--- src/rtl/data_array_arbiter.sv ---
// data_array_arbiter
//   Shares one single-port data array (1-cycle read latency, active-low select
//   and write enable) between port A (CPU hit path) and port B (fill/writeback).
//   A normally wins; B is forced through after waiting STARVE_LIMIT cycles.
//   Burst locks keep one port as owner. Read data is steered back to the
//   port that issued the read.
//
// Ports
//   clk, rst_n                 clock, synchronous active-low reset
//   a_* / b_*                  requester ports: req, we, lock, addr, wmask,
//                              wdata in; gnt, rvalid, rdata out
//   csb0, web0, addr0,         SRAM drive (select and write enable active low)
//   wmask0, din0
//   dout0                      SRAM read data, valid one cycle after the read
module data_array_arbiter #(
    parameter int unsigned DATA_WIDTH   = 256,
    parameter int unsigned ADDR_WIDTH   = 4,
    parameter int unsigned NUM_WMASKS   = 32,
    parameter int unsigned STARVE_LIMIT = 4
) (
    input  logic                  clk,
    input  logic                  rst_n,

    input  logic                  a_req,
    input  logic                  a_we,
    input  logic                  a_lock,
    input  logic [ADDR_WIDTH-1:0] a_addr,
    input  logic [NUM_WMASKS-1:0] a_wmask,
    input  logic [DATA_WIDTH-1:0] a_wdata,
    output logic                  a_gnt,
    output logic                  a_rvalid,
    output logic [DATA_WIDTH-1:0] a_rdata,

    input  logic                  b_req,
    input  logic                  b_we,
    input  logic                  b_lock,
    input  logic [ADDR_WIDTH-1:0] b_addr,
    input  logic [NUM_WMASKS-1:0] b_wmask,
    input  logic [DATA_WIDTH-1:0] b_wdata,
    output logic                  b_gnt,
    output logic                  b_rvalid,
    output logic [DATA_WIDTH-1:0] b_rdata,

    output logic                  csb0,
    output logic                  web0,
    output logic [ADDR_WIDTH-1:0] addr0,
    output logic [NUM_WMASKS-1:0] wmask0,
    output logic [DATA_WIDTH-1:0] din0,
    input  logic [DATA_WIDTH-1:0] dout0
);

    localparam logic [3:0] StarveMax = 4'(STARVE_LIMIT);

    typedef enum logic [1:0] {
        StIdle,
        StLockA,
        StLockB
    } state_e;

    state_e                state_q, state_d;
    logic [3:0]            wait_cnt_q, wait_cnt_d;
    logic                  rd_pend_q, rd_pend_d;
    logic                  rd_owner_q, rd_owner_d;  // 0 = A, 1 = B
    logic [DATA_WIDTH-1:0] a_hold_q, b_hold_q;
    logic                  a_win, b_win;

    // Winner selection; nothing wins while reset is asserted.
    always_comb begin
        a_win = 1'b0;
        b_win = 1'b0;
        if (rst_n) begin
            case (state_q)
                StIdle: begin
                    if (a_req && b_req) begin
                        if (wait_cnt_q >= StarveMax) b_win = 1'b1;
                        else                         a_win = 1'b1;
                    end else begin
                        a_win = a_req;
                        b_win = b_req;
                    end
                end
                StLockA: a_win = a_req;
                StLockB: b_win = b_req;
                default: ;
            endcase
        end
    end

    // Lock transitions are registered, so the other port can only win from
    // the cycle after the owner lets go.
    always_comb begin
        state_d = state_q;
        case (state_q)
            StIdle: begin
                if (a_win && a_lock)      state_d = StLockA;
                else if (b_win && b_lock) state_d = StLockB;
            end
            StLockA: if (!a_req || !a_lock) state_d = StIdle;
            StLockB: if (!b_req || !b_lock) state_d = StIdle;
            default: state_d = StIdle;
        endcase
    end

    // B starvation counter keeps counting while A holds a lock.
    always_comb begin
        wait_cnt_d = 4'd0;
        if (b_req && !b_win) begin
            wait_cnt_d = (wait_cnt_q >= StarveMax) ? StarveMax : 4'(wait_cnt_q + 4'd1);
        end
    end

    always_comb begin
        rd_pend_d  = (a_win && !a_we) || (b_win && !b_we);
        rd_owner_d = b_win;
    end

    // SRAM drive mux.
    always_comb begin
        csb0   = 1'b1;
        web0   = 1'b1;
        addr0  = '0;
        wmask0 = '0;
        din0   = '0;
        if (a_win) begin
            csb0   = 1'b0;
            web0   = ~a_we;
            addr0  = a_addr;
            wmask0 = a_wmask;
            din0   = a_wdata;
        end else if (b_win) begin
            csb0   = 1'b0;
            web0   = ~b_we;
            addr0  = b_addr;
            wmask0 = b_wmask;
            din0   = b_wdata;
        end
    end

    // Read return: the owner sees dout0 live, the other port keeps its last data.
    always_comb begin
        a_gnt    = a_win;
        b_gnt    = b_win;
        a_rvalid = rd_pend_q && !rd_owner_q;
        b_rvalid = rd_pend_q && rd_owner_q;
        a_rdata  = a_rvalid ? dout0 : a_hold_q;
        b_rdata  = b_rvalid ? dout0 : b_hold_q;
    end

    always_ff @(posedge clk) begin
        if (!rst_n) begin
            state_q    <= StIdle;
            wait_cnt_q <= 4'd0;
            rd_pend_q  <= 1'b0;
            rd_owner_q <= 1'b0;
            a_hold_q   <= '0;
            b_hold_q   <= '0;
        end else begin
            state_q    <= state_d;
            wait_cnt_q <= wait_cnt_d;
            rd_pend_q  <= rd_pend_d;
            rd_owner_q <= rd_owner_d;
            if (a_rvalid) a_hold_q <= dout0;
            if (b_rvalid) b_hold_q <= dout0;
        end
    end

endmodule

--- config.mk ---
export PLATFORM = sky130hd
export DESIGN_NAME = data_array_arbiter
export DESIGN_NICKNAME = d
export VERILOG_FILES = /design/src/rtl/data_array_arbiter.sv
export SDC_FILE = /design/constraint.sdc
export NUM_CORES = 1
export LEC_CHECK = 0
export CORE_AREA = 4 4 640 642
export CTS_BUF_LIST = sky130_fd_sc_hd__clkbuf_4 sky130_fd_sc_hd__clkbuf_8 sky130_fd_sc_hd__clkbuf_16
export DETAILED_ROUTE_END_ITERATION = 10
export DIE_AREA = 0 0 644 646
export PLACE_DENSITY_LB_ADDON = 0.1
export SETUP_SLACK_MARGIN = 0.1
export SKIP_CTS_REPAIR_TIMING = 1
export SYNTH_ARGS = -nofsm -noshare
export SYNTH_HDL_FRONTEND = slang
export SYNTH_SLANG_ARGS = --single-unit
--- constraint.sdc ---
create_clock -name clk -period 4.69 [get_ports clk]
set_input_delay 0.938 -clock clk [delete_from_list [all_inputs] [get_ports clk]]
set_output_delay 0.938 -clock clk [all_outputs]
set_load 0.01 [all_outputs]
# Yosys cells after proc, flatten, opt, wreduce, memory -nomap -nowiden
# Index checks and enable logic that the tools add are counted.
# classes
add_sub_neg,1
magnitude_cmp,1
eq_ne,5
muxes,26
bitwise_logic,4
n_reduce_logical,23
# op_table
cell,n
$mux W256,4
$mux W32,2
$mux W1,10
$logic_and A1 B1 Y1,8
$logic_not A1 Y1,8
$mux W2,4
$mux W4,2
$pmux W2 S3,1
$add A4 B1 Y4 const B,1
$ge A4 B3 Y1 const B,1
$ne A2 B2 Y1 const B,2
$not A1 Y1,4
$pmux W1 S2,2
$logic_or A1 B1 Y1,3
$mux W3,1
$ne A3 B3 Y1 const B,1
$reduce_and A3 Y1,1
$reduce_or A3 Y1,1
$eq A2 B1 Y1 const B,1
$eq A2 B2 Y1 const B,1
$logic_not A2 Y1,1
$reduce_and A2 Y1,1
# word_totals
ff_bits,520
inputBits,848
out_inout_bits,810
elab_cells,67

# Longest topological paths before layout
# logic_depth
depth_word,9
depth_mapped,7
depth_no_buf,4

# Worst setup path before layout
# OpenSTA, ideal clock, no wires.
# synth_path
kind,input -> output
from,input rst_n
to,output din0[100]
t_arrival_ns,1.939
t_required_ns,3.752
slack_ns,1.813
path_stages,5
n_path_buf,3
path_cell_list,buf_2 -> clkbuf_1 -> clkbuf_1 -> nand2_1 -> o22ai_1
# synth_between
elab_chain_cells,3
elab_cells_between_ends,4
classes_between,mux (4)
# synth_rtl
element,line,rtl
start: declaration,22,"input logic rst_n,"
$mux W1,71,if (rst_n) begin
$mux W256,130,end else if (b_win) begin
$mux W256 *,124,if (a_win) begin
end: declaration,48,"output logic [DATA_WIDTH-1:0] din0,"
# Every way passes the cells marked *; elsewhere a longest branch is shown, timed or not.

# Final worst setup path
# layout_path
from,input a_req
to,output wmask0[16]
# layout_between
elab_chain_cells,6
elab_cells_between_ends,9
classes_between,mux (8); reduce/logical (1)
# layout_rtl
element,line,rtl
start: declaration,24,"input logic a_req,"
$logic_and A1 B1 Y1,74,if (a_req && b_req) begin
$mux W1,74,
$pmux W1 S2,72,case (state_q)
$mux W1,71,
$mux W32,130,
$mux W32 *,124,
end: declaration,47,"output logic [NUM_WMASKS-1:0] wmask0,"
# Marks and branches as above.

==> summary.md <==
| Metric | Value |
|---|---|
| WS Path Type | `in2out` |
| Combinational group share of total power | `26.1%` |
| Power share of the sequential group | `30.9%` |
| Synth-to-layout area growth | `102%` |
| Largest net degree at the start of global routing | `123` |
| Asr flop ratio synth | `0%` |
| Hold Crit Start | `wait_cnt_q[0]` |
| Synth area leader | `dfxtp_1` |
| Count leader, synth | `nand2_1` |
| Max cap viols | `0` |
| Port buffer count | `1657` |
| Antenna violations before repair | `281` |
| GRT Total Usage | `13.7%` |
| Worst-path clk slew | `0.05 ns` |
| Yosys warning count | `0` |
| Hold crit path type | `reg2reg` |
| Fin area | `51900 um^2` |
| Setup WS post-layout | `0.269 ns` |
| Core footprint | `405000 um^2` |
| Vias in the first global route | `28652` |
| Max H-tree Level | `3` |
| Post-route ant nets | `0` |
| Starting Density | `6.37%` |
| Clk pwr share | `43.1%` |
| Power Density | `287 nW/um^2` |
| Crit-path max FO | `55` |
| Syn avg cell area | `9.56 um^2` |
| Synthesized instance count | `2697` |
| R2r startpoint | `rd_owner_q` |
| Ratio of cells with drive above 1 in the final layout | `18.6%` |
| Fin nets | `5155` |
| Fin. Hold Viols | `0` |
| Final HPWL DP | `261 mm` |
| Final Total Pwr | `14.9 mW` |
| Hold Path End | `wait_cnt_q[0]` |
| Worst slew pin tran | `0.944 ns` |
| Worst-skew pair later-pin latency | `0.75 ns` |
| Pre-CTS WS | `0.107 ns` |
| Fmax | `226 MHz` |
| Critical path data arrival time | `3.48 ns` |
| Tmin final | `4.42 ns` |
| Post-synthesis cell type count | `27` |
| CTS root buf | `clkbuf_16` |
| Max IR drop VDD | `0.000210 V` |
| Routed vias | `27570` |
| Worst setup EP type | `output port` |
| Number of CTS-inserted buffers | `83` |
| Final setup fails | `0` |
| Setup TNS | `0 ns` |
| Outcome | `finished clean` |
| Clk_skew | `0.0509 ns` |
| Residual DRC | `0` |
| Total die area | `416000 um^2` |
| Clk buf depth | `4` |
| Detailed Routing Iterations Pass 1 | `5` |
| RSZ-0062 raised after global routing | `false` |
| DP Area | `49100 um^2` |
| Top Ports | `1658` |
| Largest cells by area after synthesis | `dfxtp_1, mux2_2, and2_1` |
| Final Wtd Congestion | `0.957` |
| Mapped Nets | `3546` |
| Commonest cells post-synth | `nand2_1, dfxtp_1, and2_1, mux2_2, o22ai_1` |
| Primary FF master, synth | `dfxtp_1` |
| EDFF count, synth | `0` |
| Global route overflow | `0` |
| Top cell type's share of synthesized area | `40.4%` |
| Relative slew slack | `37.1%` |
| Hold Path Depth | `1` |
| Chip width | `644 um` |
| CTS tree | `built` |
| Sw Share | `29.7%` |
| P_leak | `19.0 nW` |
| RR Endpoint | `a_hold_q[169]` |
| Flop2flop setup slack | `2.38 ns` |
| Path depth of the worst reg2reg path | `5` |
| Cells after DPL | `9649` |
| Fill count | `46398` |
| Cell area after synthesis | `25800 um^2` |
| WL/cell | `30.3 um` |
| First-pass GRT wire length | `363 mm` |
| # clock sinks | `520` |
| Post-Layout Cell Count | `9826` |
| Drt total wl | `298 mm` |
| CP Launch Type | `input pin` |
| Iter 0 DRT Violations | `1043` |
| Final Cycle Share | `94.3%` |
| FP Rows | `234` |
| P_sw | `4.43 mW` |
| Critical Path RT | `3.75 ns` |
| Seq/Total Area, Yosys | `40.4%` |
| Cell-internal power | `10.5 mW` |
| Max Slew Vio Count | `0` |
| Die H | `646 um` |
| Avg Vias per Cell | `2.81` |
| Post-synthesis register bit count | `520` |
-- metrics by stage --
step	hold slack [ns]	util, %
after CTS	0.430	12.8
after global placement	0.411	12.1
after floorplan	0.399	-
final	0.420	12.8
after detailed placement	0.422	12.1
after global routing	0.442	12.8
-- cells in the final DEF, fill, tap and decap left out, types with 2 or more instances in the layout --
cell type,count
buf_12,49
dfxtp_1,520
clkbuf_4,31
clkinvlp_4,3
mux2_2,313
clkinv_2,2
clkdlybuf4s50_1,1617
o22ai_2,4
nor3_1,4
and2_1,513
nand2_1,587
o22ai_1,288
clkbuf_8,12
buf_4,99
nor2b_1,2
clkbuf_16,85
diode_2,37
mux2_4,199
bufinv_16,5
inv_1,3
nor2_1,6
-- layer usage --
layer | vias up | part of all wire (%) | routed length [um] | GRT usage (%)
li1 | 12362 | - | - | -
met1 | 13111 | 32 | 94700 | 12.3
met2 | 1320 | 57 | 169000 | 28.1
met3 | 631 | 7.6 | 22600 | 4.89
met4 | 146 | 3.6 | 10900 | 3.79
met5 | - | 0.31 | 926 | 0
-- cell type report --
cell class / count / area, um^2 / share of cell area, %
Antenna cell: 37 / 92.6 / 0.178
Clock buffer: 128 / 2520 / 4.86
Clock inverter: 12 / 200 / 0.385
Inverter: 5 / 26.3 / 0.0506
Multi-Input combinational cell: 1929 / 14000 / 26.9
Sequential cell: 520 / 10400 / 20.0
Tap cell: 5428 / 6790 / 13.1
Timing Repair Buffer: 1767 / 17900 / 34.5
-- worst max path at each step --
stage / start / endpoint / slack [ns] / cells past startpoint
after floorplan: rst_n / din0[100] / 1.81 / 5
after global placement: b_req / din0[234] / 0.03 / 7
after detailed placement: b_req / csb0 / 0.11 / 5
after CTS: b_req / csb0 / 0.10 / 5
after global routing: rd_owner_q / a_rdata[224] / 0.15 / 5
final: a_req / wmask0[16] / 0.27 / 7
-- registers in the layout, summed over array words and instances (netlist names) --
register / count
rd_pend_q: 1
rd_owner_q: 1
state_q: 2
b_hold_q: 256
wait_cnt_q: 4
a_hold_q: 256
-- logic make-up (layout without fill, tap and decap cells) --
family,Yosys count,in the layout,share of synthesized area [%]
multiplexers,512,512,25.3
AND/OR/NAND/NOR,1118,1118,21.4
adder cells (fa/ha/maj),1,1,0.0485
buffers and inverters,248,1912,5.53
other,1,38,0.0145
flip-flops,520,520,40.4
AO/OA/AOI/OAI,297,297,7.34
-- worst max-delay path, stage by stage --
cell and delay (ns):
clkdlybuf4s50_1 0.54, nor4b_4 0.25, nand2b_4 0.23, buf_12 0.30, buf_4 0.39, o22ai_1 0.15
clkdlybuf4s50_1 0.59
-- power by group through the flow --
stage / clock network [mW] / logic (mW) / registers [mW]
after detailed placement: 0 / 4.02 / 4.69
after floorplan: 0 / 1.31 / 4.68
after CTS: 6.85 / 4.04 / 4.60
after global routing: 6.93 / 4.10 / 4.61
after global placement: 0 / 4.04 / 4.69
final: 6.41 / 3.88 / 4.60
Power figures use the tool's default switching activity.
